==> src/rtl/calc_sequencer.sv <==
// calc_sequencer: token-driven front end for the 4-bit calculator datapath.
// Collects operand A, an operator and operand B over a valid/ready key
// stream, holds them registered at the ALU inputs, captures the ALU
// result and offers it downstream; each delivered result becomes the
// next operand A so calculations can be chained.
module calc_sequencer #(
  parameter int WIDTH = 4,
  parameter int OPW   = 3
) (
  input  logic             clk,
  input  logic             rst,
  input  logic             key_valid,
  output logic             key_ready,
  input  logic [1:0]       key_type,
  input  logic [WIDTH-1:0] key_data,
  output logic [WIDTH-1:0] alu_a,
  output logic [WIDTH-1:0] alu_b,
  output logic [OPW-1:0]   alu_op,
  input  logic [WIDTH-1:0] alu_result,
  output logic             res_valid,
  output logic [WIDTH-1:0] res_data,
  input  logic             res_ready,
  output logic             busy,
  output logic             err
);

  typedef enum logic [2:0] {
    S_A    = 3'd0,
    S_OP   = 3'd1,
    S_B    = 3'd2,
    S_EXEC = 3'd3,
    S_OUT  = 3'd4
  } state_t;

  localparam logic [1:0] KEY_OPERAND  = 2'b00;
  localparam logic [1:0] KEY_OPERATOR = 2'b01;
  localparam logic [1:0] KEY_EQUALS   = 2'b10;
  localparam logic [1:0] KEY_CLEAR    = 2'b11;

  localparam logic [OPW-1:0] OP_NOT = OPW'(3'b100);

  state_t           state_q, state_d;
  logic [WIDTH-1:0] alu_a_q, alu_a_d;
  logic [WIDTH-1:0] alu_b_q, alu_b_d;
  logic [OPW-1:0]   alu_op_q, alu_op_d;
  logic [WIDTH-1:0] res_data_q, res_data_d;
  logic             err_q, err_d;
  logic             accept;

  // Handshake and status outputs are decoded directly from the registered state
  always_comb begin
    key_ready = (state_q == S_A) || (state_q == S_OP) || (state_q == S_B);
    busy      = (state_q == S_EXEC) || (state_q == S_OUT);
    res_valid = (state_q == S_OUT);
    accept    = key_valid && key_ready;
    alu_a     = alu_a_q;
    alu_b     = alu_b_q;
    alu_op    = alu_op_q;
    res_data  = res_data_q;
    err       = err_q;
  end

  // Next-state logic: token decode, illegal-token flagging, result capture and chaining
  always_comb begin
    state_d    = state_q;
    alu_a_d    = alu_a_q;
    alu_b_d    = alu_b_q;
    alu_op_d   = alu_op_q;
    res_data_d = res_data_q;
    err_d      = err_q;

    if (accept && (key_type == KEY_CLEAR)) begin
      state_d  = S_A;
      alu_a_d  = '0;
      alu_b_d  = '0;
      alu_op_d = '0;
      err_d    = 1'b0;
    end else begin
      case (state_q)
        S_A: begin
          if (accept) begin
            if (key_type == KEY_OPERAND) begin
              alu_a_d = key_data;
              state_d = S_OP;
            end else begin
              err_d = 1'b1;
            end
          end
        end
        S_OP: begin
          if (accept) begin
            if (key_type == KEY_OPERATOR) begin
              alu_op_d = key_data[OPW-1:0];
              if (key_data[OPW-1:0] == OP_NOT) begin
                alu_b_d = '0;
                state_d = S_EXEC;
              end else begin
                state_d = S_B;
              end
            end else if (key_type == KEY_EQUALS) begin
              res_data_d = alu_a_q;
              state_d    = S_OUT;
            end else begin
              err_d = 1'b1;
            end
          end
        end
        S_B: begin
          if (accept) begin
            if (key_type == KEY_OPERAND) begin
              alu_b_d = key_data;
              state_d = S_EXEC;
            end else if (key_type == KEY_OPERATOR) begin
              alu_op_d = key_data[OPW-1:0];
              if (key_data[OPW-1:0] == OP_NOT) begin
                alu_b_d = '0;
                state_d = S_EXEC;
              end
            end else begin
              err_d = 1'b1;
            end
          end
        end
        S_EXEC: begin
          res_data_d = alu_result;
          state_d    = S_OUT;
        end
        S_OUT: begin
          if (res_ready) begin
            alu_a_d = res_data_q;
            state_d = S_OP;
          end
        end
        default: begin
          state_d = S_A;
        end
      endcase
    end
  end

  // State and datapath registers with synchronous reset
  always_ff @(posedge clk) begin
    if (rst) begin
      state_q    <= S_A;
      alu_a_q    <= '0;
      alu_b_q    <= '0;
      alu_op_q   <= '0;
      res_data_q <= '0;
      err_q      <= 1'b0;
    end else begin
      state_q    <= state_d;
      alu_a_q    <= alu_a_d;
      alu_b_q    <= alu_b_d;
      alu_op_q   <= alu_op_d;
      res_data_q <= res_data_d;
      err_q      <= err_d;
    end
  end

endmodule
==> config.mk <==
export PLATFORM = sky130hd
export DESIGN_NAME = calc_sequencer
export DESIGN_NICKNAME = d
export VERILOG_FILES = /design/src/rtl/calc_sequencer.sv
export SDC_FILE = /design/constraint.sdc
export NUM_CORES = 1
export LEC_CHECK = 0
export ABC_AREA = 1
export CAP_MARGIN = 10
export CORE_MARGIN = 10
export CORE_UTILIZATION = 46
export DETAILED_ROUTE_END_ITERATION = 6
export PLACE_DENSITY = 0.84
export SETUP_SLACK_MARGIN = 0.15
export SYNTH_ARGS = -nofsm -noshare
export SYNTH_HDL_FRONTEND = slang
export SYNTH_SLANG_ARGS = --single-unit
==> constraint.sdc <==
create_clock -name clk -period 1.3 [get_ports clk]
set_input_delay 0.13 -clock clk [delete_from_list [all_inputs] [get_ports clk]]
set_output_delay 0.13 -clock clk [all_outputs]
set_load 0.005 [all_outputs]
; ---- After elaboration in Yosys (flattened, before gate mapping)
; Index checks and enable logic that the tools add are counted.
[totals]
mem_count = 0
in_bits = 14
wordCells = 87
mem_bits_rw = 0
ff_bits = 19
output_inout_bits = 19
rom_bits = 0
latch_bits = 0
[op_classes]
n_lt_le_gt_ge = 0
multipliers = 0
n_addsub = 0
reduce_logical = 18
div_mod_pow = 0
n_eq_ne = 22
n_bitwise = 1
shift = 0
muxes = 40
[op_table]
columns = operator, n
row1 = two-way mux 4 bit, 11
row2 = two-way mux 3 bit, 14
row3 = one-hot mux 4 bit (2 select lines), 3
row4 = != test 2 bit (second input constant), 8
row5 = one-hot mux 3 bit (5 select lines), 1
row6 = two-way mux 1 bit, 9
row7 = != test 3 x 1 -> 1 bit (second input constant), 3
row8 = AND reduction 9 bit, 1
row9 = AND reduction 4 bit, 2
row10 = AND reduction 8 bit, 1
row11 = equality test 3 x 2 -> 1 bit (second input constant), 2
row12 = equality test 3 bit (second input constant), 2
row13 = != test 2 x 1 -> 1 bit (second input constant), 3
row14 = one-hot mux 3 bit (2 select lines), 1
row15 = nonzero test 2 bit, 3
row16 = AND reduction 5 bit, 1
row17 = equality test 2 bit (second input constant), 2
row18 = equality test 3 x 1 -> 1 bit (second input constant), 1
row19 = zero test 3 bit, 1
row20 = logical OR 1 bit, 3
row21 = one-hot mux 1 bit (3 select lines), 1
row22 = AND reduction 3 bit, 1
row23 = nonzero test 3 bit, 1
row24 = equality test 2 x 1 -> 1 bit (second input constant), 1
row25 = 4 further kinds, 5

; ---- Longest topological paths before layout
; Gate-level depths: netlist of run 1.
[depth]
depth_word = 7
depth_mapped = 10
ltp_nobuf = 9

; ---- Worst setup path after synthesis of run 1
; No wires, ideal clock.
[synth_timing]
kind = reg-to-reg
startpoint = reg state_q[0]
endpoint = reg state_q[1]
n_path_buf = 1
setup_time_ps = 114
t_arrival_ps = 1074
required_time_ps = 1186
stages_incl_launch_ff = 10
slack_ps = 112
period_less_slack_ps = 1188
cell_sequence = dfxtp_1 > buf_6 > nor2_8 > nor2_1 > nand2_1 > nand3_1 > nor2_4 > nand2_1 > nand2_1 > nor2_2
[synth_via]
elab_chain_cells = 6
elab_cells_between_ends = 20
classes_between = eq/ne (12) / mux (1) / reduce/logical (7)
[synth_rtl]
columns = element, line
row1 = start: declaration, 42  ; state_t state_q, state_d;
row2 = start signal: assignment, 151  ; state_q <= state_d;
row3 = equality test 3 x 1 -> 1 bit or zero test 3 bit (tied branches), "52, 79"
row4 = logical OR 1 bit (2 in a row), 52  ; key_ready = (state_q == S_A) || (state_q == S_OP) || (state_q == S_B);
row5 = logical AND 1 bit, 55  ; accept = key_valid && key_ready;
row6 = != test 2 bit (no line) or logical AND 1 bit (tied branches), --
row7 = AND reduction 8 bit (no line) or OR reduction 2 bit (tied branches), --
; Parallel ways exist; a longest one is shown, timed or not.
; A chain may end at the register's enable or synchronous reset.

; ---- Worst setup path after layout of run 1
; Ends and elaborated chain as after synthesis.

==> impl_metrics.csv, run 1 <==
group,metric,value,unit
run_status,status,"finished, violations left",
run_status,violated_checks,"setup timing",
logic_synthesis,ys_seq_area_frac,0.339,
routing,drt-pass1-iter-count,4,
setup_path,critical-path-slowest-cell,"dfxtp_4",
floorplan,top_level_ports,33,
sta,finalCriticalPeriod,1340,ps
logic_synthesis,ys_seq_elements,19,
layout,layout.area.seq,408,um2
setup_path,critPathBufInv,2,
logic_synthesis,synth_most_common_cell,"nand2_1",
power_and_ir_drop,maximum_resistive_drop_on_vdd,1.34,mV
setup_path,peak_per_stage_delay_on_the_critical_path,440,ps
clocking,clock_sinks,19,
layout,layout.core_utilization,0.865,
grt,grt_remaining_overflow,0,
logic_synthesis,synth_top_cells_by_area,"dfxtp_1 34%, nand2_1 12%, a21oi_1 8.0%",
layout,antennaDiodeCount,0,
sta,finalSetupViolCount,4,
setup_path,worstSetupPathType,"reg -> reg",
layout,flow.area_growth_from_synthesis,75.3,%
sta,finalHoldWorstSlack,390,ps
sta,worst-slew-pin-transition,400,ps
logic_synthesis,number_of_cells_produced_by_synthesis,162,
logic_synthesis,synth.cells.most_frequent,"36 x nand2_1, 20 x inv_1, 19 x dfxtp_1, 18 x a21oi_1",
logic_synthesis,netlist_area_before_placement,0.00112,mm2
setup_path,critPathTopFamily,"simple AND/OR/NAND/NOR gates",
clocking,clock_tree.buffer_depth,2,
logic_synthesis,warning_count_from_the_yosys_run,0,
clocking,path_clk_slew,120,ps
logic_synthesis,postSynth.asyncResetShare,0,
clocking,cts.root.buffer_cell,"clkbuf_4",
logic_synthesis,synth_area_leader_cell,"dfxtp_1",
grt,grt_first_pass_wirelength,6530,um
power_and_ir_drop,leakagePower,0.917,nW
setup_path,max_fanout_on_critical_path,5,
sta,setup_slack,-43.0,ps
layout,count_of_filler_cells_inserted_in_the_layout,138,
floorplan,die_outline_area,0.00482,mm2
setup_path,worst-endpoint-required,1490,ps
layout,final_net_count,239,
place,postPlaceCellArea,0.00160,mm2
layout,final_design_area_no_fill,0.00197,mm2
routing,ant_nets,0,
clocking,cts-buffers-inserted,3,
logic_synthesis,syn_nets,176,
sta,rsz0062_at_grt,"true",
layout,layoutNonFillerInstCount,252,
power_and_ir_drop,cellPowerDensity,1510,mW/mm2
sta,finalCritPeriodShare,1.03,
floorplan,die_y,69.4,um
logic_synthesis,yosys.area.top_type_share,0.339,
sta,final-hold-violation-count,0,
place,post-dp-hpwl,2670,um
routing,viasPerCell,5.12,
layout,drive_gt1_frac,0.500,
routing,dr.first_iter.drc_count,48,
logic_synthesis,synth_cell_type_count,23,
routing,drc_errors,0,
setup_path,worst_ep_arrival_time,1530,ps
routing,finalWirelength,4190,um
routing,detailroute.via_count,1291,
logic_synthesis,dominantRegCellSynth,"dfxtp_1",
grt,groute.usage.overall,0.161,
logic_synthesis,synth_edf_count,0,
setup_path,timing.critical_path.cells,"buf_8, inv_4, nand3_4, nor2_2, nand2_2, nand2_4, nor2_4, nand2_1, nand2_1, nor2_2",
place,routabilityCongestion,0.889,
grt,pin_count_of_the_biggest_net_entering_global_routing,12,
sta,max-slew-margin-rel,0.733,
sta,maxSlewViolCount,0,
logic_synthesis,avgSynthCellArea,6.94,um2
worst_hold_path,worst_hold_path_type,"in -> reg",
setup_path,critPathLaunchType,"flop",
clocking,h-tree-depth,1,
sta,setup_total_negative_slack,-92.7,ps
sta,achievable-frequency,0.745,GHz
floorplan,placement_rows,17,
setup_path,worstSetupEndpointType,"flop",
clocking,worst_skew_pair.late_latency,300,ps
clocking,post_cts_hold_buffer_count,0,
routing,routed_wire_length_per_instance,16.6,um
clocking,clock_tree_from_tritoncts,"built",
sta,worst_clock_skew_on_the_final_layout,14.2,ps
place,port_buffers,32,
grt,grt_antenna_before_repair,0,
floorplan,die_w,69.4,um
floorplan,fp.coreArea,0.00228,mm2
grt,number_of_global_route_vias_before_repair,1410,
floorplan,initial_utilization,0.494,
flow_run,drv_cap,0,
place,placed_cells_incl_taps,238,
layout,multi_input_comb_area,825,um2
==> placed cells by master, fill, tap and decap left out, types with 2 or more instances in the layout <==
cell type,count
clkbuf_4,3
dfxtp_2,13
a21oi_2,5
nand3_1,4
inv_1,17
nor2_1,8
inv_4,3
dfxtp_4,3
dlygate4sd2_1,17
o21ai_1,4
buf_4,18
clkdlybuf4s50_1,11
inv_2,6
buf_6,9
nand2_1,28
nand3_2,5
nor2_4,5
nor2_2,5
o21ai_2,4
a21oi_1,12
o21ai_0,6
nand3_4,4
buf_2,2
nand2_4,9
dfxtp_1,3
nand2_2,7
==> cell families after synthesis <==
| logic type | synth area share |
|---|---|
| flops | 0.339 |
| buf+inv | 0.112 |
| compound gates | 0.160 |
| simple gates | 0.389 |
==> area by class of cell <==
type / instances / area share
multi-input combinational: 114 / 0.419
inverter: 27 / 0.0616
clock inverter: 1 / 0.00254
clock buffer: 3 / 0.0114
timing repair buffer: 60 / 0.281
sequential: 19 / 0.207
tap: 28 / 0.0178
==> worst reg2reg max path, delay by kind of cell, from the launching register on <==
kind,cells,cell delay (ps)
buf+inv,2,210
simple gates,8,590
flops,1,440
==> state kept, by name, indices dropped and copies added (netlist names) <==
signal and count:
alu_op 3, alu_b 4, err 1, alu_a 4, state_q 3, res_data 4
==> per-stage QoR <==
step	setup slack, ps	total power [mW]
2_1_floorplan	140	1.56
3_3_place_gp	-221	2.03
3_5_place_dp	-285	2.07
4_1_cts	-7.82	2.63
5_1_grt	-128	3.17
6_report	-43.0	2.97
==> per-layer routing <==
metal,routed length [um],track usage
met1,1620,0.162
met3,270,0.0542
met5,0,0
met4,64,0.0843
met2,2230,0.283
==> timing repair <==
item                       in CTS  in global routing
setup endpoints to repair      38                 22
pin swaps                      22                 14
resized for setup              91                 27
setup buffers                   7                  3
==> worst paths after layout <==
path / start / end / slack (ps) / depth (start not counted)
setup / recovery: state_q[0] / state_q[1] / -40 / 10
hold / removal: key_type[0] / alu_b[3] / 390 / 6
setup reg to reg: state_q[0] / state_q[1] / -40 / 10
hold reg to reg: alu_a[0] / alu_a[0] / 460 / 2
==> report_power, final <==
part	total (mW)	switching (mW)	leakage [nW]	internal (mW)
combinational	1.83	0.985	0.736	0.846
clock	0.294	0.180	0.0177	0.114
sequential	0.845	0.132	0.163	0.712
Note: power is estimated with default switching activity, not from simulation.
==> run 2, diff against run 1 <==
--- a/config.mk
+++ b/config.mk
@@ -10,7 +10,7 @@
 export CORE_MARGIN = 10
 export CORE_UTILIZATION = 46
 export DETAILED_ROUTE_END_ITERATION = 6
-export PLACE_DENSITY = 0.84
+export PLACE_DENSITY_LB_ADDON = 0.12
 export SETUP_SLACK_MARGIN = 0.15
 export SYNTH_ARGS = -nofsm -noshare
 export SYNTH_HDL_FRONTEND = slang
==> run 2 against run 1 <==
Fmax down 6.3%. Largest cell class unchanged. Clock skew down 11 ps. The run still ends with setup timing left. Critical path type is now in -> reg. Register-to-register slack worse by 70 ps. Die area unchanged. Flip-flop and latch count unchanged. Final area down 7.0%. First-iteration DRC count down 6.3%.
==> impl_metrics.csv, run 2 (synthesis results as in run 1) <==
group,metric,value,unit
run_status,status,"finished, violations left",
run_status,violated_checks,"setup timing",
clocking,h-tree-depth,1,
setup_path,worstSetupEndpointType,"flop",
routing,viasPerCell,4.97,
floorplan,die_w,69.4,um
place,routabilityCongestion,0.876,
clocking,path_clk_slew,100,ps
place,port_buffers,32,
routing,dr.first_iter.drc_count,45,
place,postPlaceCellArea,0.00164,mm2
routing,finalWirelength,3620,um
power_and_ir_drop,p_total,2.69,mW
sta,setup_slack,-134,ps
power_and_ir_drop,cellPowerDensity,1470,mW/mm2
routing,ant_nets,0,
floorplan,placement_rows,17,
setup_path,critPathLaunchType,"input pin",
sta,maxSlewViolCount,0,
setup_path,worst-endpoint-required,1490,ps
grt,grt_antenna_before_repair,0,
clocking,cts-buffers-inserted,3,
routing,drc_errors,0,
sta,worst-slew-pin-transition,281,ps
layout,final_design_area_no_fill,0.00183,mm2
grt,number_of_global_route_vias_before_repair,1240,
power_and_ir_drop,leakagePower,0.861,nW
clocking,clock_sinks,19,
layout,antennaDiodeCount,0,
layout,most_common_cell_after_layout_fill_and_taps_aside,"nand2_1",
layout,drive_gt1_frac,0.424,
setup_path,max_fanout_on_critical_path,5,
layout,layout.cells.most_common_list,"34 x nand2_1, 31 x buf_4, 17 x inv_1",
flow_run,drv_cap,0,
clocking,worst_skew_pair.late_latency,290,ps
clocking,clock_tree_from_tritoncts,"built",
layout,flow.area_growth_from_synthesis,63.0,%
routing,routed_wire_length_per_instance,14.1,um
routing,drt-pass1-iter-count,4,
sta,rsz0062_at_grt,"true",
clocking,cts.root.buffer_cell,"clkbuf_4",
clocking,post_cts_hold_buffer_count,0,
sta,finalCriticalPeriod,1430,ps
sta,finalSetupViolCount,16,
sta,final-hold-violation-count,0,
grt,grt_first_pass_wirelength,5820,um
floorplan,top_level_ports,33,
worst_hold_path,worst_hold_path_type,"in -> reg",
sta,achievable-frequency,0.697,GHz
grt,pin_count_of_the_biggest_net_entering_global_routing,11,
layout,final_net_count,244,
setup_path,worstSetupPathType,"in -> reg",
sta,finalCritPeriodShare,1.10,
floorplan,fp.coreArea,0.00228,mm2
clocking,clock_tree.buffer_depth,2,
sta,max-slew-margin-rel,0.810,
power_and_ir_drop,maximum_resistive_drop_on_vdd,1.11,mV
grt,groute.usage.overall,0.141,
sta,worst_clock_skew_on_the_final_layout,3.45,ps
floorplan,die_outline_area,0.00482,mm2
floorplan,initial_utilization,0.494,
floorplan,die_y,69.4,um
place,post-dp-hpwl,2730,um
setup_path,worst_ep_arrival_time,1630,ps
layout,count_of_filler_cells_inserted_in_the_layout,170,
routing,detailroute.via_count,1278,
grt,grt_remaining_overflow,0,
## run 2: stage by stage
stage | hold slack [ps] | std cells | TNS, ps | util | setup WS, ps
after floorplan | 199 | 162 | 0 | - | 140
after global routing | 451 | 257 | -2020 | 0.805 | -191
final | 447 | 257 | -758 | 0.805 | -134
after CTS | 439 | 254 | -173 | 0.769 | -33.2
after global placement | 437 | 244 | -3220 | 0.722 | -195
after detailed placement | 440 | 244 | -4200 | 0.722 | -258
## run 2: what timing repair did
action	in CTS	in global routing
pin swaps	10	9
resized for setup	55	18
endpoints found under the setup margin	38	22
endpoints found under the hold margin	0	0
cloned	0	0
setup buffers	6	3
## run 2: routing by layer
layer	share of wire	vias up	GRT usage
met3	0.053	6	0.0428
met1	0.43	592	0.161
met2	0.50	26	0.246
met4	0.014	0	0.0399
li1	-	654	-
met5	0	-	0
## run 2: where the power goes
part | leakage [nW] | switching, mW | internal [mW]
Sequential | 0.160 | 0.108 | 0.712
Combinational | 0.686 | 0.820 | 0.760
Clock | 0.0150 | 0.173 | 0.119
## run 2: layout make-up
cell class	instances	area (um2)	share of cell area
well taps	28	35.0	0.0191
repair buffers	65	553	0.302
inverters	27	109	0.0594
flip-flops and latches	19	403	0.220
clock buffers	4	26.3	0.0143
multi-input cells	114	706	0.385
## run 2: path summary, 6_finish.rpt
check	slack (ps)	startpoint	depth (start not counted)	end
max	-130	key_type[1]	10	state_q[1]
min	450	key_data[3]	3	alu_b[3]
max reg2reg	-110	state_q[0]	11	state_q[1]
min reg2reg	450	err	2	err
## run 2: worst max-delay path, cell delays in order
cell and delay (ps):
clkdlybuf4s50_1 630, inv_2 70, nor2_1 170, inv_1 90, nand3_1 110, nand2_2 90, nor2_4 150, nand2_1 70
nand2_1 80, nor2_2 40
